==> config.mk <==
export PLATFORM = sky130hd
export DESIGN_NAME = mem_access_ctrl_flat
export DESIGN_NICKNAME = d
export VERILOG_FILES = /design/src/rtl/mem_access_if.sv /design/src/rtl/mem_access_ctrl.sv /design/src/flat_wrapper.sv
export SDC_FILE = /design/constraint.sdc
export NUM_CORES = 1
export LEC_CHECK = 0
export CAP_MARGIN = 20
export CORE_AREA = 3 3 148 150
export CTS_CLUSTER_SIZE = 8
export DETAILED_ROUTE_END_ITERATION = 10
export DIE_AREA = 0 0 151 153
export PLACE_DENSITY_LB_ADDON = 0.2
export RECOVER_POWER = 25
export SLEW_MARGIN = 30
export SYNTH_ARGS = -nofsm -noshare
export SYNTH_HDL_FRONTEND = slang
export SYNTH_SLANG_ARGS = --single-unit
==> constraint.sdc <==
create_clock -name clk -period 2.1 [get_ports clk]
set_input_delay 0.21 -clock clk [delete_from_list [all_inputs] [get_ports clk]]
set_output_delay 0.21 -clock clk [all_outputs]
set_load 0.02 [all_outputs]
==> src/rtl/mem_access_if.sv <==
`default_nettype none
// ============================================================================
// Module      : mem_access_if
// Description : Request/response and RAM-side bus of the memory access
//               controller. The slave modport is the controller's view; the
//               master modport is the requester/RAM environment's view.
// Revision    : 1.0 - initial release
// ============================================================================
interface mem_access_if;
   logic        req_valid;
   logic        req_ready;
   logic        req_we;
   logic [2:0]  req_mode;
   logic        req_unsigned;
   logic [31:0] req_addr;
   logic [31:0] req_wdata;
   logic        resp_valid;
   logic        resp_err;
   logic [31:0] resp_rdata;
   logic        ram_en;
   logic [3:0]  ram_we;
   logic [29:0] ram_addr;
   logic [31:0] ram_wdata;
   logic [31:0] ram_rdata;

   modport slave (
      input  req_valid, req_we, req_mode, req_unsigned, req_addr, req_wdata,
      input  ram_rdata,
      output req_ready, resp_valid, resp_err, resp_rdata,
      output ram_en, ram_we, ram_addr, ram_wdata
   );

   modport master (
      output req_valid, req_we, req_mode, req_unsigned, req_addr, req_wdata,
      output ram_rdata,
      input  req_ready, resp_valid, resp_err, resp_rdata,
      input  ram_en, ram_we, ram_addr, ram_wdata
   );
endinterface
`default_nettype wire

==> src/rtl/mem_access_ctrl.sv <==
`default_nettype none
// ============================================================================
// Module      : mem_access_ctrl
// Description : Sequences one load/store at a time onto a single-port
//               synchronous RAM. Accesses crossing a word boundary take two
//               RAM cycles; load data is merged, aligned and extended.
// Revision    : 1.0 - initial release
// ============================================================================
module mem_access_ctrl (
   input  wire logic     clk,
   input  wire logic     rst,
   mem_access_if.slave   bus
);

   typedef enum logic [2:0] {
      IDLE   = 3'd0,
      ISSUE0 = 3'd1,
      ISSUE1 = 3'd2,
      CAPT   = 3'd3,
      RESP   = 3'd4
   } state_t;

   state_t      state;
   state_t      state_nx;

   // Latched request; size kept as two flags (byte is "neither")
   logic        we_q;
   logic        word_q;
   logic        half_q;
   logic        uns_q;
   logic        err_q;
   logic [31:0] addr_q;
   logic [31:0] wdata_q;
   logic [31:0] lo_q;
   logic [31:0] result_q;

   logic        mode_legal;
   logic [1:0]  off;
   logic [3:0]  base_mask;
   logic [7:0]  lane_mask;
   logic        split;
   logic [63:0] wrot64;
   logic [31:0] wrot;
   logic [31:0] hi_word;
   logic [31:0] lo_word;
   logic [63:0] rd_shift;
   logic [31:0] rd_al;
   logic [31:0] load_ext;

   assign mode_legal = (bus.req_mode == 3'b001) || (bus.req_mode == 3'b010) ||
                       (bus.req_mode == 3'b100);

   // Lane mask over two consecutive words: low nibble hits the first word,
   // high nibble spills into the next one and marks a split access.
   assign off       = addr_q[1:0];
   assign base_mask = word_q ? 4'b1111 : (half_q ? 4'b0011 : 4'b0001);
   assign lane_mask = {4'b0000, base_mask} << off;
   assign split     = |lane_mask[7:4];

   // Rotate-left of the store data so byte 0 lands on lane off
   assign wrot64 = {wdata_q, wdata_q} << {off, 3'b000};
   assign wrot   = wrot64[63:32];

   // Load alignment: with no split the only word read sits in the low half
   assign hi_word  = split ? bus.ram_rdata : 32'h0;
   assign lo_word  = split ? lo_q : bus.ram_rdata;
   assign rd_shift = {hi_word, lo_word} >> {off, 3'b000};
   assign rd_al    = rd_shift[31:0];

   // Size trimming and sign/zero extension of the aligned load data
   always_comb begin
      load_ext = 32'h0;
      if (word_q)
         load_ext = rd_al;
      else if (half_q)
         load_ext = {{16{~uns_q & rd_al[15]}}, rd_al[15:0]};
      else
         load_ext = {{24{~uns_q & rd_al[7]}}, rd_al[7:0]};
   end

   // State register
   always_ff @(posedge clk) begin
      if (rst)
         state <= IDLE;
      else
         state <= state_nx;
   end

   // Request latch, low-word capture and final result formation
   always_ff @(posedge clk) begin
      if (rst) begin
         we_q     <= 1'b0;
         word_q   <= 1'b0;
         half_q   <= 1'b0;
         uns_q    <= 1'b0;
         err_q    <= 1'b0;
         addr_q   <= 32'h0;
         wdata_q  <= 32'h0;
         lo_q     <= 32'h0;
         result_q <= 32'h0;
      end else begin
         if ((state == IDLE) && bus.req_valid) begin
            we_q     <= bus.req_we;
            word_q   <= bus.req_mode[2];
            half_q   <= bus.req_mode[1];
            uns_q    <= bus.req_unsigned;
            err_q    <= ~mode_legal;
            addr_q   <= bus.req_addr;
            wdata_q  <= bus.req_wdata;
            result_q <= 32'h0;
         end
         if (state == ISSUE1)
            lo_q <= bus.ram_rdata;
         if (state == CAPT)
            result_q <= we_q ? 32'h0 : load_ext;
      end
   end

   // Next-state and output decode from state and latched request only
   always_comb begin
      state_nx       = state;
      bus.req_ready  = 1'b0;
      bus.resp_valid = 1'b0;
      bus.resp_err   = 1'b0;
      bus.resp_rdata = 32'h0;
      bus.ram_en     = 1'b0;
      bus.ram_we     = 4'b0000;
      bus.ram_addr   = 30'h0;
      bus.ram_wdata  = 32'h0;
      case (state)
         IDLE: begin
            bus.req_ready = ~rst;
            if (bus.req_valid)
               state_nx = mode_legal ? ISSUE0 : RESP;
         end
         ISSUE0: begin
            bus.ram_en   = 1'b1;
            bus.ram_addr = addr_q[31:2];
            if (we_q) begin
               bus.ram_we    = lane_mask[3:0];
               bus.ram_wdata = wrot;
            end
            state_nx = split ? ISSUE1 : CAPT;
         end
         ISSUE1: begin
            bus.ram_en   = 1'b1;
            bus.ram_addr = addr_q[31:2] + 30'd1;
            if (we_q) begin
               bus.ram_we    = lane_mask[7:4];
               bus.ram_wdata = wrot;
            end
            state_nx = CAPT;
         end
         CAPT: begin
            state_nx = RESP;
         end
         RESP: begin
            bus.resp_valid = 1'b1;
            bus.resp_err   = err_q;
            bus.resp_rdata = result_q;
            state_nx       = IDLE;
         end
         default: begin
            state_nx = IDLE;
         end
      endcase
   end

endmodule
`default_nettype wire

==> src/flat_wrapper.sv <==
// flat-port wrapper written by rule: the top's interface ports become plain ports
module mem_access_ctrl_flat 
  (clk, rst, bus_req_valid, bus_req_we, bus_req_mode, bus_req_unsigned, bus_req_addr, bus_req_wdata, bus_ram_rdata, bus_req_ready, bus_resp_valid, bus_resp_err, bus_resp_rdata, bus_ram_en, bus_ram_we, bus_ram_addr, bus_ram_wdata);
  mem_access_if bus_i ();
  input  wire logic clk;
  input  wire logic rst;
  input wire logic [$bits(bus_i.req_valid)-1:0] bus_req_valid;
  input wire logic [$bits(bus_i.req_we)-1:0] bus_req_we;
  input wire logic [$bits(bus_i.req_mode)-1:0] bus_req_mode;
  input wire logic [$bits(bus_i.req_unsigned)-1:0] bus_req_unsigned;
  input wire logic [$bits(bus_i.req_addr)-1:0] bus_req_addr;
  input wire logic [$bits(bus_i.req_wdata)-1:0] bus_req_wdata;
  input wire logic [$bits(bus_i.ram_rdata)-1:0] bus_ram_rdata;
  output wire logic [$bits(bus_i.req_ready)-1:0] bus_req_ready;
  output wire logic [$bits(bus_i.resp_valid)-1:0] bus_resp_valid;
  output wire logic [$bits(bus_i.resp_err)-1:0] bus_resp_err;
  output wire logic [$bits(bus_i.resp_rdata)-1:0] bus_resp_rdata;
  output wire logic [$bits(bus_i.ram_en)-1:0] bus_ram_en;
  output wire logic [$bits(bus_i.ram_we)-1:0] bus_ram_we;
  output wire logic [$bits(bus_i.ram_addr)-1:0] bus_ram_addr;
  output wire logic [$bits(bus_i.ram_wdata)-1:0] bus_ram_wdata;
  assign bus_i.req_valid = bus_req_valid;
  assign bus_i.req_we = bus_req_we;
  assign bus_i.req_mode = bus_req_mode;
  assign bus_i.req_unsigned = bus_req_unsigned;
  assign bus_i.req_addr = bus_req_addr;
  assign bus_i.req_wdata = bus_req_wdata;
  assign bus_i.ram_rdata = bus_ram_rdata;
  assign bus_req_ready = bus_i.req_ready;
  assign bus_resp_valid = bus_i.resp_valid;
  assign bus_resp_err = bus_i.resp_err;
  assign bus_resp_rdata = bus_i.resp_rdata;
  assign bus_ram_en = bus_i.ram_en;
  assign bus_ram_we = bus_i.ram_we;
  assign bus_ram_addr = bus_i.ram_addr;
  assign bus_ram_wdata = bus_i.ram_wdata;
  mem_access_ctrl u_core (.clk(clk), .rst(rst), .bus(bus_i));
endmodule
==> impl_metrics.csv <==
group,metric,value,unit
cells_and_area,final_common_cell,"nand2_1",
worst_setup_path,cp_max_fo,6,
power,ir_drop,554,uV
synth,synth_area,0.00822,sq mm
clock_network,path_clk_slew,0.06,ns
cells_and_area,area_delta_synth_final,56.6,%
power,power.switching,3.16,mW
global_routing,track_usage,24.1,%
synth,synth_top_family_by_area,"simple AND/OR/NAND/NOR gates",
clock_network,htreeDepth,4,
global_routing,grt_pass1_vias,8481,
placement,dp_hpwl,19300,microns
die,die_h,153,microns
synth,synth_area_leaders,"dfxtp_1 31%, mux4_2 14%, nand2_1 12%",
die,die_area,0.0231,sq mm
timing,max_freq,0.426,GHz
detailed_routing,vias_per_cell,5.59,
synth,yosysSeqAreaShare,31.2,%
cells_and_area,diodes,0,
timing,drv_slew,0,
die,rows,53,
timing,slew_headroom,49.8,%
synth,avgSynthCellArea,7.99,sq um
timing,rsz0062_at_grt,"true",
timing,fin_skew,0.00769,ns
power,intPower,6.26,mW
cells_and_area,final_cell_count_no_fill,1606,
die,start_util,39.5,%
worst_setup_path,rr_worst_depth,7,
power,p_per_area,732,mW/mm^2
synth,synth_top_area_cell,"dfxtp_1",
worst_setup_path,reg2reg_from,"u_core.addr_q[1]",
placement,place.gp.congestion,0.901,
clock_network,clock-sinks,128,
synth,synth.distinct_cells,64,
detailed_routing,wl,29100,microns
timing,final.min_clock_period,2.35,ns
die,die_w,151,microns
cells_and_area,finish.utilization,61.8,%
cells_and_area,layout_common_cells,"248 x nand2_1, 122 x buf_4, 117 x a21oi_1, 117 x dfxtp_1, 102 x clkdlybuf4s50_1",
worst_setup_path,critPathKind,"flip-flop to primary output",
synth,yosysWarnings,0,
detailed_routing,drt_iter0_markers,703,
outcome,status,"finished with violations",
synth,synth_compound_area_share,21.4,%
power,p_clk_share,33.3,%
power,power_frac_comb,35.9,%
synth,synthFlopType,"dfxtp_1",
cells_and_area,layout-drive-gt1-share,35.0,%
outcome,violations,"setup timing",
clock_network,cts_max_path_buffers,2,
hold_path,hold_depth,3,
clock_network,cts_tree,"yes",
timing,worst_pin_slew,0.753,ns
worst_setup_path,crit_arrival,2.14,ns
global_routing,grt_antenna_before_repair,0,
worst_setup_path,r2r-end,"u_core.result_q[27]",
timing,worst_slack,-0.250,ns
worst_setup_path,required,1.89,ns
power,swShare,33.6,%
detailed_routing,detail-route-antenna-nets,0,
timing,hold_ws,0.318,ns
timing,hold_viol,0,
clock_network,numCtsBuffers,17,
detailed_routing,firstDrtPassIters,5,
placement,dpl.cell_count,1534,
detailed_routing,wl_per_cell,18.1,microns
power,p_leak,4.95,nW
synth,syn_inst,1029,
global_routing,grt_first_pass_wirelength,44900,microns
synth,synth-xor-area-share,0.959,%
hold_path,worstHoldStart,"bus_req_addr[16]",
clock_network,cts_root_buf,"clkbuf_16",
synth,synth.net_count,1134,
timing,fin_crit_sh,112,%
worst_setup_path,r2r_slack,0.03,ns
synth,synthArstFlopShare,0,%
worst_setup_path,crit_path_start_kind,"flip-flop",
global_routing,overflow,0,
global_routing,grt_max_degree,70,
synth,synth_edf_count,0,
clock_network,clk_latency,0.43,ns
synth,synth_fa_ha_area_share,0.152,%
run,drv_cap,0,
power,seq_power_share,30.8,%
cells_and_area,fillers,1821,
placement,port_buffers,205,
hold_path,hold_end,"u_core.addr_q[16]",
hold_path,worstHoldPathType,"primary input to flip-flop",
timing,setup_viol,36,
synth,ys_ff_latch,128,
power,finalPower,9.42,mW
die,ios,206,
synth,yosys.area_share.simple,25.1,%
synth,yosysTopAreaCellShare,31.2,%
detailed_routing,vias,8976,
detailed_routing,drc,0,
cells_and_area,fin_nets,1423,
die,core_region_area,0.0208,sq mm
synth,synthMuxAreaShare,15.4,%
worst_setup_path,cp-end-kind,"primary output",
## cell families (layout without fill, tap and decap cells)
group                    count (synthesis)  count (layout)
XOR/XNOR                                 9               9
multiplexers                            63              63
buffers and inverters                  108             410
AO/OA/AOI/OAI                          274             274
AND/OR/NAND/NOR                        446             446
adder cells (fa/ha/maj)                  1               1
flip-flops                             128             128
## synth_stat cells, drive strengths merged (3+ instances only)
| library cell | instances |
|---|---|
| dfxtp | 128 |
| o21a | 6 |
| nor2 | 33 |
| nand4 | 7 |
| nand2 | 252 |
| nor3 | 9 |
| o211ai | 5 |
| mux2 | 8 |
| mux4 | 50 |
| a311o | 7 |
| nand2b | 11 |
| a31oi | 4 |
| o2111ai | 3 |
| nor2b | 4 |
| a221o | 15 |
| a211oi | 6 |
| mux2i | 5 |
| and3 | 43 |
| a211o | 12 |
| a32oi | 4 |
| clkbuf | 68 |
| a21oi | 123 |
| and2 | 40 |
| a22o | 7 |
| buf | 31 |
| nand3 | 32 |
| a22oi | 9 |
| o31ai | 7 |
| and4 | 4 |
| o21ai | 51 |
| xor2 | 7 |
| inv | 9 |
## sequential cells by signal, indices dropped and copies added, names as in the netlist
register and count:
u_core.addr_q 32, u_core.result_q 32, u_core.wdata_q 32, u_core.lo_q 24
u_core.state 3, u_core.err_q 1, u_core.half_q 1, u_core.uns_q 1
u_core.we_q 1, u_core.word_q 1
## through the flow
step,instance area [sq um],worst slack [ns],TNS (ns)
after floorplan,8220,0.0144,0
after global placement,11300,-0.394,-6.38
after detailed placement,11300,-0.411,-6.70
after CTS,12200,-0.266,-3.93
after global routing,12900,-0.305,-9.75
final,12900,-0.250,-3.21
## how the worst max path moves through the flow
stage	start	to	cells after the start
3_5_place_dp	u_core.addr_q[3]	bus_ram_addr[28]	7
4_1_cts	u_core.addr_q[17]	bus_ram_addr[29]	7
5_1_grt	u_core.addr_q[17]	bus_ram_addr[28]	6
6_report	u_core.addr_q[17]	bus_ram_addr[28]	6
3_3_place_gp	u_core.addr_q[2]	bus_ram_addr[28]	7
2_1_floorplan	u_core.addr_q[2]	bus_ram_addr[16]	6
## routing by layer
layer  track usage [%]  up-vias  wire (microns)
li1                  -     4298               -
met1              31.7     4293           12100
met4              7.64        0             521
met5                 0        -               0
met3              4.27       35            1900
met2              40.2      350           14500
## power by group through the flow
stage | sequential, mW | clock, mW | combinational, mW
2_1_floorplan | 2.88 | 0 | 1.72
3_5_place_dp | 2.94 | 0 | 2.99
3_3_place_gp | 2.93 | 0 | 2.96
5_1_grt | 2.94 | 3.28 | 3.65
6_report | 2.91 | 3.13 | 3.38
4_1_cts | 2.90 | 3.17 | 3.11
## repair_timing
action / in CTS / in global routing
pin swaps: 32 / 37
hold buffers: 0 / 0
endpoints found under the setup margin: 112 / 117
cloned: 1 / 4
buffers inserted: 21 / 19
resized for setup: 472 / 175
## worst max-delay path: stages (launching register included)
cell and delay (ns):
dfxtp_2 0.33, and4_4 0.24, and4_4 0.22, nand3_2 0.12, or4b_1 0.55, nand3_1 0.11
buf_4 0.14
## area by class of cell
type,instances,area (sq um),area share (%)
inverter,9,33.8,0.262
tap,275,344,2.67
sequential,128,2590,20.1
clock buffer,20,467,3.62
multi-input combinational,793,5650,43.9
timing repair buffer,369,3640,28.3
clock inverter,12,155,1.21
No activity file was read; power rests on OpenSTA's default activity.
